<file path="config.mk">
export PLATFORM = sky130hd
export DESIGN_NAME = fifo_rr_sched
export DESIGN_NICKNAME = d
export VERILOG_FILES = /design/src/rtl/fifo_rr_sched.sv
export SDC_FILE = /design/constraint.sdc
export NUM_CORES = 1
export LEC_CHECK = 0
export CAP_MARGIN = 20
export CELL_PAD_IN_SITES_DETAIL_PLACEMENT = 0
export CELL_PAD_IN_SITES_GLOBAL_PLACEMENT = 1
export CORE_ASPECT_RATIO = 0.5
export CORE_MARGIN = 3
export CORE_UTILIZATION = 36
export DETAILED_ROUTE_END_ITERATION = 12
export PLACE_DENSITY = 0.95
export SLEW_MARGIN = 20
export SYNTH_ARGS = -nofsm -noshare
export SYNTH_HDL_FRONTEND = slang
export SYNTH_SLANG_ARGS = --single-unit
</file>
<file path="constraint.sdc">
create_clock -name clk_i -period 8.41 [get_ports clk_i]
set_clock_uncertainty 0.1 [all_clocks]
set_input_delay 2.1025 -clock clk_i [delete_from_list [all_inputs] [get_ports clk_i]]
set_output_delay 2.1025 -clock clk_i [all_outputs]
set_load 0.005 [all_outputs]
</file>
<file path="src/rtl/fifo_rr_sched.sv">
// fifo_rr_sched: round-robin burst read scheduler over CH_NUM FIFO read ports.
// One channel is granted at a time. Its burst length is latched from rd_avail
// and capped at BURST_LEN. Reads go through a one-cycle in-flight stage into a
// 2-entry output FIFO. A credit check keeps that FIFO from ever overflowing.
//
// Handshake: a word moves on out_* in any cycle where out_valid_o & out_ready_i.
// While out_valid_o is high and out_ready_i is low, out_data_o/out_ch_o/out_last_o
// hold their values. out_valid_o never drops without a transfer, except on reset.
module fifo_rr_sched #(
  parameter int CH_NUM    = 4,
  parameter int WIDTH     = 32,
  parameter int DEPTH     = 64,
  parameter int BURST_LEN = 8,
  localparam int AW = $clog2(DEPTH) + 1,
  localparam int CW = $clog2(CH_NUM),
  localparam int LW = $clog2(BURST_LEN) + 1
) (
  input  logic                    clk_i,
  input  logic                    rst_i,
  output logic [CH_NUM-1:0]       ch_rd_en_o,
  input  logic [CH_NUM*WIDTH-1:0] ch_rd_data_i,
  input  logic [CH_NUM-1:0]       ch_rd_empty_i,
  input  logic [CH_NUM*AW-1:0]    ch_rd_avail_i,
  output logic [WIDTH-1:0]        out_data_o,
  output logic [CW-1:0]           out_ch_o,
  output logic                    out_last_o,
  output logic                    out_valid_o,
  input  logic                    out_ready_i,
  output logic                    busy_o,
  output logic                    dbg_state_o
);

  typedef enum logic {S_IDLE = 1'b0, S_BURST = 1'b1} state_t;

  state_t          state_q, state_d;
  logic [CW-1:0]   ptr_q, ptr_d;
  logic [CW-1:0]   gnt_q, gnt_d;
  logic [LW-1:0]   len_q, len_d;
  logic [LW-1:0]   issued_q, issued_d;

  logic [CH_NUM-1:0] elig;
  logic              found;
  logic [CW-1:0]     cand;
  logic [AW-1:0]     cand_avail;
  logic [LW-1:0]     cand_len;

  logic              issue;
  logic              issue_last;
  logic              can_issue;
  logic [2:0]        credit_sum;

  logic              rd_vld_q;
  logic [CW-1:0]     rd_ch_q;
  logic              rd_last_q;
  logic [WIDTH-1:0]  rd_word;

  logic [WIDTH-1:0]  buf_data_q [2];
  logic [CW-1:0]     buf_ch_q   [2];
  logic              buf_last_q [2];
  logic              wr_idx_q;
  logic              rd_idx_q;
  logic [1:0]        occ_q;
  logic              push;
  logic              pop;

  // Channel index ptr+off, wrapped into 0..CH_NUM-1 (off is at most CH_NUM).
  function automatic logic [CW-1:0] wrap_idx(input logic [CW-1:0] p, input int off);
    int s;
    s = int'(p) + off;
    if (s >= CH_NUM) s = s - CH_NUM;
    return CW'(s);
  endfunction

  // A channel is eligible when it reports words available and is not empty.
  always_comb begin
    for (int k = 0; k < CH_NUM; k++) begin
      elig[k] = (ch_rd_avail_i[k*AW +: AW] != '0) & ~ch_rd_empty_i[k];
    end
  end

  // Round-robin search starting one past the last grant; first hit wins.
  always_comb begin
    found = 1'b0;
    cand  = '0;
    for (int i = 1; i <= CH_NUM; i++) begin
      if (!found && elig[wrap_idx(ptr_q, i)]) begin
        found = 1'b1;
        cand  = wrap_idx(ptr_q, i);
      end
    end
  end

  // Burst length is min(avail, BURST_LEN). The compare is at full avail width.
  always_comb begin
    cand_avail = ch_rd_avail_i[int'(cand)*AW +: AW];
    if (cand_avail > AW'(BURST_LEN)) cand_len = LW'(BURST_LEN);
    else                             cand_len = cand_avail[LW-1:0];
  end

  // Output-FIFO credit: at most two words may be buffered or in flight.
  // pop is combinational on out_ready_i, so issue keeps pace at full rate.
  assign pop        = out_valid_o & out_ready_i;
  assign push       = rd_vld_q;
  assign credit_sum = {1'b0, occ_q} + {2'b00, rd_vld_q} - {2'b00, pop};
  assign can_issue  = credit_sum < 3'd2;

  // Scheduler next-state and read strobe. Strobes are held off while in
  // reset so that no channel word is popped and then thrown away.
  always_comb begin
    state_d    = state_q;
    ptr_d      = ptr_q;
    gnt_d      = gnt_q;
    len_d      = len_q;
    issued_d   = issued_q;
    issue      = 1'b0;
    issue_last = 1'b0;
    ch_rd_en_o = '0;
    case (state_q)
      S_IDLE: begin
        if (found) begin
          gnt_d    = cand;
          ptr_d    = cand;
          len_d    = cand_len;
          issued_d = '0;
          state_d  = S_BURST;
        end
      end
      S_BURST: begin
        issue      = can_issue & ~ch_rd_empty_i[gnt_q] & (issued_q < len_q) & ~rst_i;
        issue_last = (issued_q == (len_q - LW'(1)));
        ch_rd_en_o[gnt_q] = issue;
        if (issue) begin
          issued_d = issued_q + LW'(1);
          if (issue_last) state_d = S_IDLE;
        end
      end
      default: state_d = S_IDLE;
    endcase
  end

  // Scheduler state registers; after reset channel 0 has first priority.
  always_ff @(posedge clk_i) begin
    if (rst_i) begin
      state_q  <= S_IDLE;
      ptr_q    <= CW'(CH_NUM - 1);
      gnt_q    <= '0;
      len_q    <= '0;
      issued_q <= '0;
    end else begin
      state_q  <= state_d;
      ptr_q    <= ptr_d;
      gnt_q    <= gnt_d;
      len_q    <= len_d;
      issued_q <= issued_d;
    end
  end

  // In-flight stage: covers the channel RAM's one-cycle registered read.
  always_ff @(posedge clk_i) begin
    if (rst_i) begin
      rd_vld_q  <= 1'b0;
      rd_ch_q   <= '0;
      rd_last_q <= 1'b0;
    end else begin
      rd_vld_q  <= issue;
      rd_ch_q   <= gnt_q;
      rd_last_q <= issue & issue_last;
    end
  end

  assign rd_word = ch_rd_data_i[int'(rd_ch_q)*WIDTH +: WIDTH];

  // Two-entry output FIFO of {data, ch, last}, filled from the in-flight stage.
  always_ff @(posedge clk_i) begin
    if (rst_i) begin
      occ_q    <= '0;
      wr_idx_q <= 1'b0;
      rd_idx_q <= 1'b0;
    end else begin
      if (push) begin
        buf_data_q[wr_idx_q] <= rd_word;
        buf_ch_q[wr_idx_q]   <= rd_ch_q;
        buf_last_q[wr_idx_q] <= rd_last_q;
        wr_idx_q             <= ~wr_idx_q;
      end
      if (pop) rd_idx_q <= ~rd_idx_q;
      occ_q <= occ_q + {1'b0, push} - {1'b0, pop};
    end
  end

  // The head drives the output. Payload is forced to zero when nothing is held.
  always_comb begin
    out_valid_o = (occ_q != 2'd0);
    out_data_o  = out_valid_o ? buf_data_q[rd_idx_q] : '0;
    out_ch_o    = out_valid_o ? buf_ch_q[rd_idx_q]   : '0;
    out_last_o  = out_valid_o ? buf_last_q[rd_idx_q] : 1'b0;
    busy_o      = (state_q == S_BURST) | rd_vld_q | out_valid_o;
    dbg_state_o = state_q;
  end

endmodule

</file>
Yosys cells after proc, flatten, opt, wreduce, memory -nomap -nowiden
Memories as Yosys holds them, arrays and structs flattened. A register that Yosys moved wholly into a read port is not among the register bits. Cells that the tools add are included. Widths: inputs -> output; s select.

Flip-flop bits (word level): 21. Bits in writable memories: 70. Output and inout port bits: 42. Logic and storage cells: 129. Memories kept: 3.

Add/subtract/negate cells: 14. $mul: 1. $lt $le $gt $ge: 13. Equality and inequality tests: 3. Shift-type cells: 2. Muxes and demuxes: 47. Bitwise logic cells: 21. Reduce and logical (&&, ||, !) cells: 14.

Memories: buf_data_q (depth 2, width 32, read ports 1, clocked after memory_dff 1, write ports 1, line 57) `logic [WIDTH-1:0] buf_data_q [2];`; buf_ch_q (depth 2, width 2, read ports 1, clocked after memory_dff 1, write ports 1, line 58) `logic [CW-1:0] buf_ch_q [2];`; buf_last_q (depth 2, width 1, read ports 1, clocked after memory_dff 1, write ports 1, line 59) `logic buf_last_q [2];`.

Operator list (number): $shiftx 128x8->32 (1); $mux 32 (1); $reduce_bool 7->1 (4); $shiftx 28x6->7 (1); $mux 1 (25); $mux 2 (9); $mux 4 (4); $lt 2x3->1 const B (5); $bmux 1 s2 (5); $and 1x1->1 (9); $ge 3x3->1 const B (3); $not 1->1 (9); $pmux 4 s2 (1); $sub 2x1->2 const B (4); $gt 7x4->1 const B (1); $add 2x2->3 const B (2); $mul 2x3->5 const B (1); $add 2x3->4 const B (1); $add 4x1->4 const B (1); $and 4x4->4 (1); $eq 4x4->1 (1); $ge 4x3->1 const B (1); $logic_and 1x1->1 (4); $lt 4x4->1 (1); other kinds (16) (20).

Longest topological paths before layout
Depth after elaboration: 19. Mapped depth: 13. Mapped depth without buffers: 12.

Worst setup path after synthesis
OpenSTA, ideal clock, no wires.

Path type: input -> output. From: input port out_ready_i. To: output port ch_rd_en_o[0]. Arrival: 4.617 ns. Path slack: 1.590 ns. Cell stages on the path: 9. Cells stage by stage: and2_1 -> ha_1 -> inv_1 -> ha_1 -> fa_1 -> or4b_1 -> a2111oi_1 -> buf_2 -> nor3b_1.

Cells in the longest elaborated chain, start to end: 8.

RTL lines: from (decl) (line 28) `input logic out_ready_i,`; $and 1x1->1 (line 102) `assign pop = out_valid_o & out_ready_i;`; $sub 3x1->3 (line 104) `assign credit_sum = {1'b0, occ_q} + {2'b00, rd_vld_q} - {2'b00, pop};`; named net credit_sum[1] (line 50) `logic [2:0] credit_sum;`; $lt 3x2->1 (line 105) `assign can_issue = credit_sum < 3'd2;`; $and 1x1->1 (3 in a row) (line 129) `issue = can_issue & ~ch_rd_empty_i[gnt_q] & (issued_q < len_q) & ~rst_i;`; $and 4x4->4 (no line); $mux 4 (line 118) `case (state_q)`; to (decl) (line 20) `output logic [CH_NUM-1:0] ch_rd_en_o,`.

The timed path passes the listed nets, and every way through them passes these cells.

Final worst setup path
From: input port out_ready_i. To: output port ch_rd_en_o[0].

Cells in the longest elaborated chain, start to end: 8.

RTL lines: $and 1x1->1 (line 102); named net pop (line 64) `logic pop;`; $sub 3x1->3 (line 104); named net credit_sum[1] (line 50); $lt 3x2->1 (line 105); $and 1x1->1 (3 in a row) (line 129); $and 4x4->4 (no line); $mux 4 (line 118).

The timed path passes the listed nets, and every way through them passes these cells.

==> impl_metrics.tcl <==
set metrics [dict create \
    timing.setup.tns_ns 0 \
    final-hold-violation-count 0 \
    ios 205 \
    rr_startpoint "occ_q[1]$_SDFF_PP0_" \
    cts_resized 0 \
    grt_overflow 0 \
    ys_ff_latch 92 \
    netlist-cell-type-count 46 \
    cp-end-kind "output port" \
    initial_core_util 0.372 \
    syn_area_mm2 0.00477 \
    status "completed" \
    design.core.area_mm2 0.0128 \
    reg2reg_slack_ns 4.32 \
    setup.worst_path.start "out_ready_i" \
    drc 0 \
    hold_class "flip-flop to flip-flop" \
    drv_cap 0 \
    fp.dieW_um 169 \
    avgRoutedWirePerCell_um 17.0 \
    grt_pass1_wl_um 18700 \
    track_usage 0.162 \
    n_fill_cell 1074 \
    post_cts_buffers 0 \
    tightest_slew_ns 0.854 \
    worstSetupPathType "input pin to output port" \
    num-nets-final 717 \
    cts_buffer_depth 2 \
    rr_worst_depth 13 \
    setup_viol_count_final 0 \
    tritoncts "yes" \
    reg2reg_to "issued_q[3]$_SDFFE_PP0P_" \
    die_area_mm2 0.0147 \
    period_minus_slack_ns 7.69 \
    cts-root-buf "clkbuf_16" \
    ir_worst_vdd_mv 0.109 \
    h-tree-depth 3 \
    critPathMaxFanout 12 \
    grt_max_degree 37 \
    wl_um 12300 \
    yosysWarnings 0 \
    hpwl_um 9120 \
    hold_path.startpoint "rd_last_q$_SDFF_PP0_" \
    slew_headroom 0.429 \
    diodes 0 \
    syn_inst 342 \
    drt_pre_antenna_iters 4 \
    multi_input_area_mm2 0.00212 \
    critPathRequiredTime_ns 6.21 \
    final_common_cell "clkdlybuf4s50_1" \
    dp_cells 704 \
    via_per_inst 4.89 \
    first_iter_violations 153 \
    final_cell_mix "204 x clkdlybuf4s50_1, 70 x edfxtp_1, 48 x nor2_1" \
    power_density_mw_per_mm2 205 \
    leakagePower_nw 2.45 \
    area_growth_pct 53.3 \
    clock-sinks 92 \
    maxSlewViolCount 0 \
    place_congestion 0.763 \
    holdWs_ns 0.331 \
    clk_pin_slew_ns 0.07 \
    layout-drive-gt1-share 0.135 \
    cts_made_buffers 9 \
    critPathLaunchType "input pin" \
    clock.fmax_mhz 130 \
    worstHoldEndpoint "buf_last_q[0]$_DFFE_PP_" \
    vias 3521 \
    die_h_um 87.4 \
    critical_path_arrival_ns 5.49 \
    timing.final.crit_share 0.914 \
    grt_pass1_vias 3682 \
    syn_nets 514 \
    insertion_delay_ns 0.33 \
    row_count 29 \
    grt_antenna_before_repair 0 \
    holdBufCountCts 0 \
    numPortBuffers 204 \
    seq_area_mm2 0.00255 \
    rsz0062_at_grt "no" \
    synth-seq-area-share 0.533 \
    min_path_cells 0 \
    avgSynthCellArea_um2 13.9 \
    final_cells 720 \
    ant_nets 0 \
]
[flip-flops by register name, summed over array words and instances (netlist names), 2 cells and up, named ones only]
register / cells
buf_last_q: 2
ptr_q: 2
issued_q: 4
rd_ch_q: 2
buf_data_q: 64
len_q: 4
gnt_q: 2
occ_q: 2
buf_ch_q: 4
[report_power, final]
| group | switching [W] | internal, W | leakage (nW) |
|---|---|---|---|
| sequential | 0.0000487 | 0.000515 | 0.814 |
| clock | 0.000162 | 0.000228 | 0.149 |
| combinational | 0.000211 | 0.000337 | 1.48 |
[logic make-up after synthesis]
logic type,synth area share
buffers and inverters,0.0247
adder cells (fa/ha/maj),0.0252
XOR/XNOR,0.0184
flip-flops,0.533
AO/OA/AOI/OAI,0.0375
AND/OR/NAND/NOR,0.102
multiplexers,0.259
[Yosys cell counts (all sizes together)]
cell type	number	area (um2)
nand2b	2	12.5
ha	8	100
or2b	2	16.3
mux2i	44	440
clkbuf	10	37.5
a21oi	12	67.6
xor2	3	26.3
nor4	4	61.3
and3	2	12.5
a21o	2	16.3
mux4	33	743
nand3	2	10.0
fa	1	20.0
nand3b	1	7.51
mux2	4	48.8
nand4	1	6.26
a2bb2oi	1	15.0
edfxtp	70	2100
and2	1	6.26
dfxtp	22	440
inv	11	41.3
or2	1	6.26
nor2b	5	31.3
o221ai	1	15.0
or4b	1	10.0
xnor2	7	61.3
nor3	12	65.1
nand2	10	37.5
a2111oi	1	10.0
o21bai	2	15.0
nor2	49	184
o21a	1	7.51
or3	1	6.26
nor3b	2	15.0
o31ai	3	22.5
o21ai	2	10.0
buf	8	38.8
[final cells by class]
| cell class | count | share of cell area |
|---|---|---|
| repair buffers | 210 | 0.286 |
| flip-flops and latches | 92 | 0.349 |
| inverters | 11 | 0.00565 |
| clock buffers | 12 | 0.0366 |
| well taps | 170 | 0.0291 |
| multi-input cells | 221 | 0.291 |
| clock inverters | 4 | 0.00394 |
[through the flow]
step	utilization	total power, W	worst slack, ns	instance area [um2]
after floorplan	-	0.000804	1.59	4770
after global placement	0.547	0.00112	0.751	7010
after detailed placement	0.547	0.00113	0.733	7010
after CTS	0.570	0.00152	0.705	7310
after global routing	0.571	0.00158	0.586	7310
final	0.571	0.00150	0.722	7310
[metal layers]
layer / wire length (um) / vias up / track usage
li1: - / 1710 / -
met1: 4830 / 1716 / 0.181
met2: 6810 / 87 / 0.318
met3: 550 / 8 / 0.0331
met4: 81 / 0 / 0.0408
met5: 0 / - / 0
[worst max-delay path, stage by stage]
cell and delay, ns:
clkdlybuf4s50_1 0.40, and2_1 0.16, ha_1 0.28, inv_1 0.04, ha_1 0.17, fa_1 0.47
or4b_1 0.53, a2111oi_1 0.36, buf_4 0.24, nor3b_1 0.20, clkdlybuf4s50_1 0.53
[how the worst max path moves through the flow]
| stage | end | slack, ns | cells past startpoint |
|---|---|---|---|
| detailed placement | ch_rd_en_o[0] | 0.73 | 11 |
| global placement | ch_rd_en_o[0] | 0.75 | 11 |
| floorplan | ch_rd_en_o[0] | 1.59 | 9 |
| CTS | ch_rd_en_o[0] | 0.71 | 11 |
| global route | ch_rd_en_o[0] | 0.59 | 11 |
| finish | ch_rd_en_o[0] | 0.72 | 11 |
Note: power is estimated with default switching activity, not from simulation.
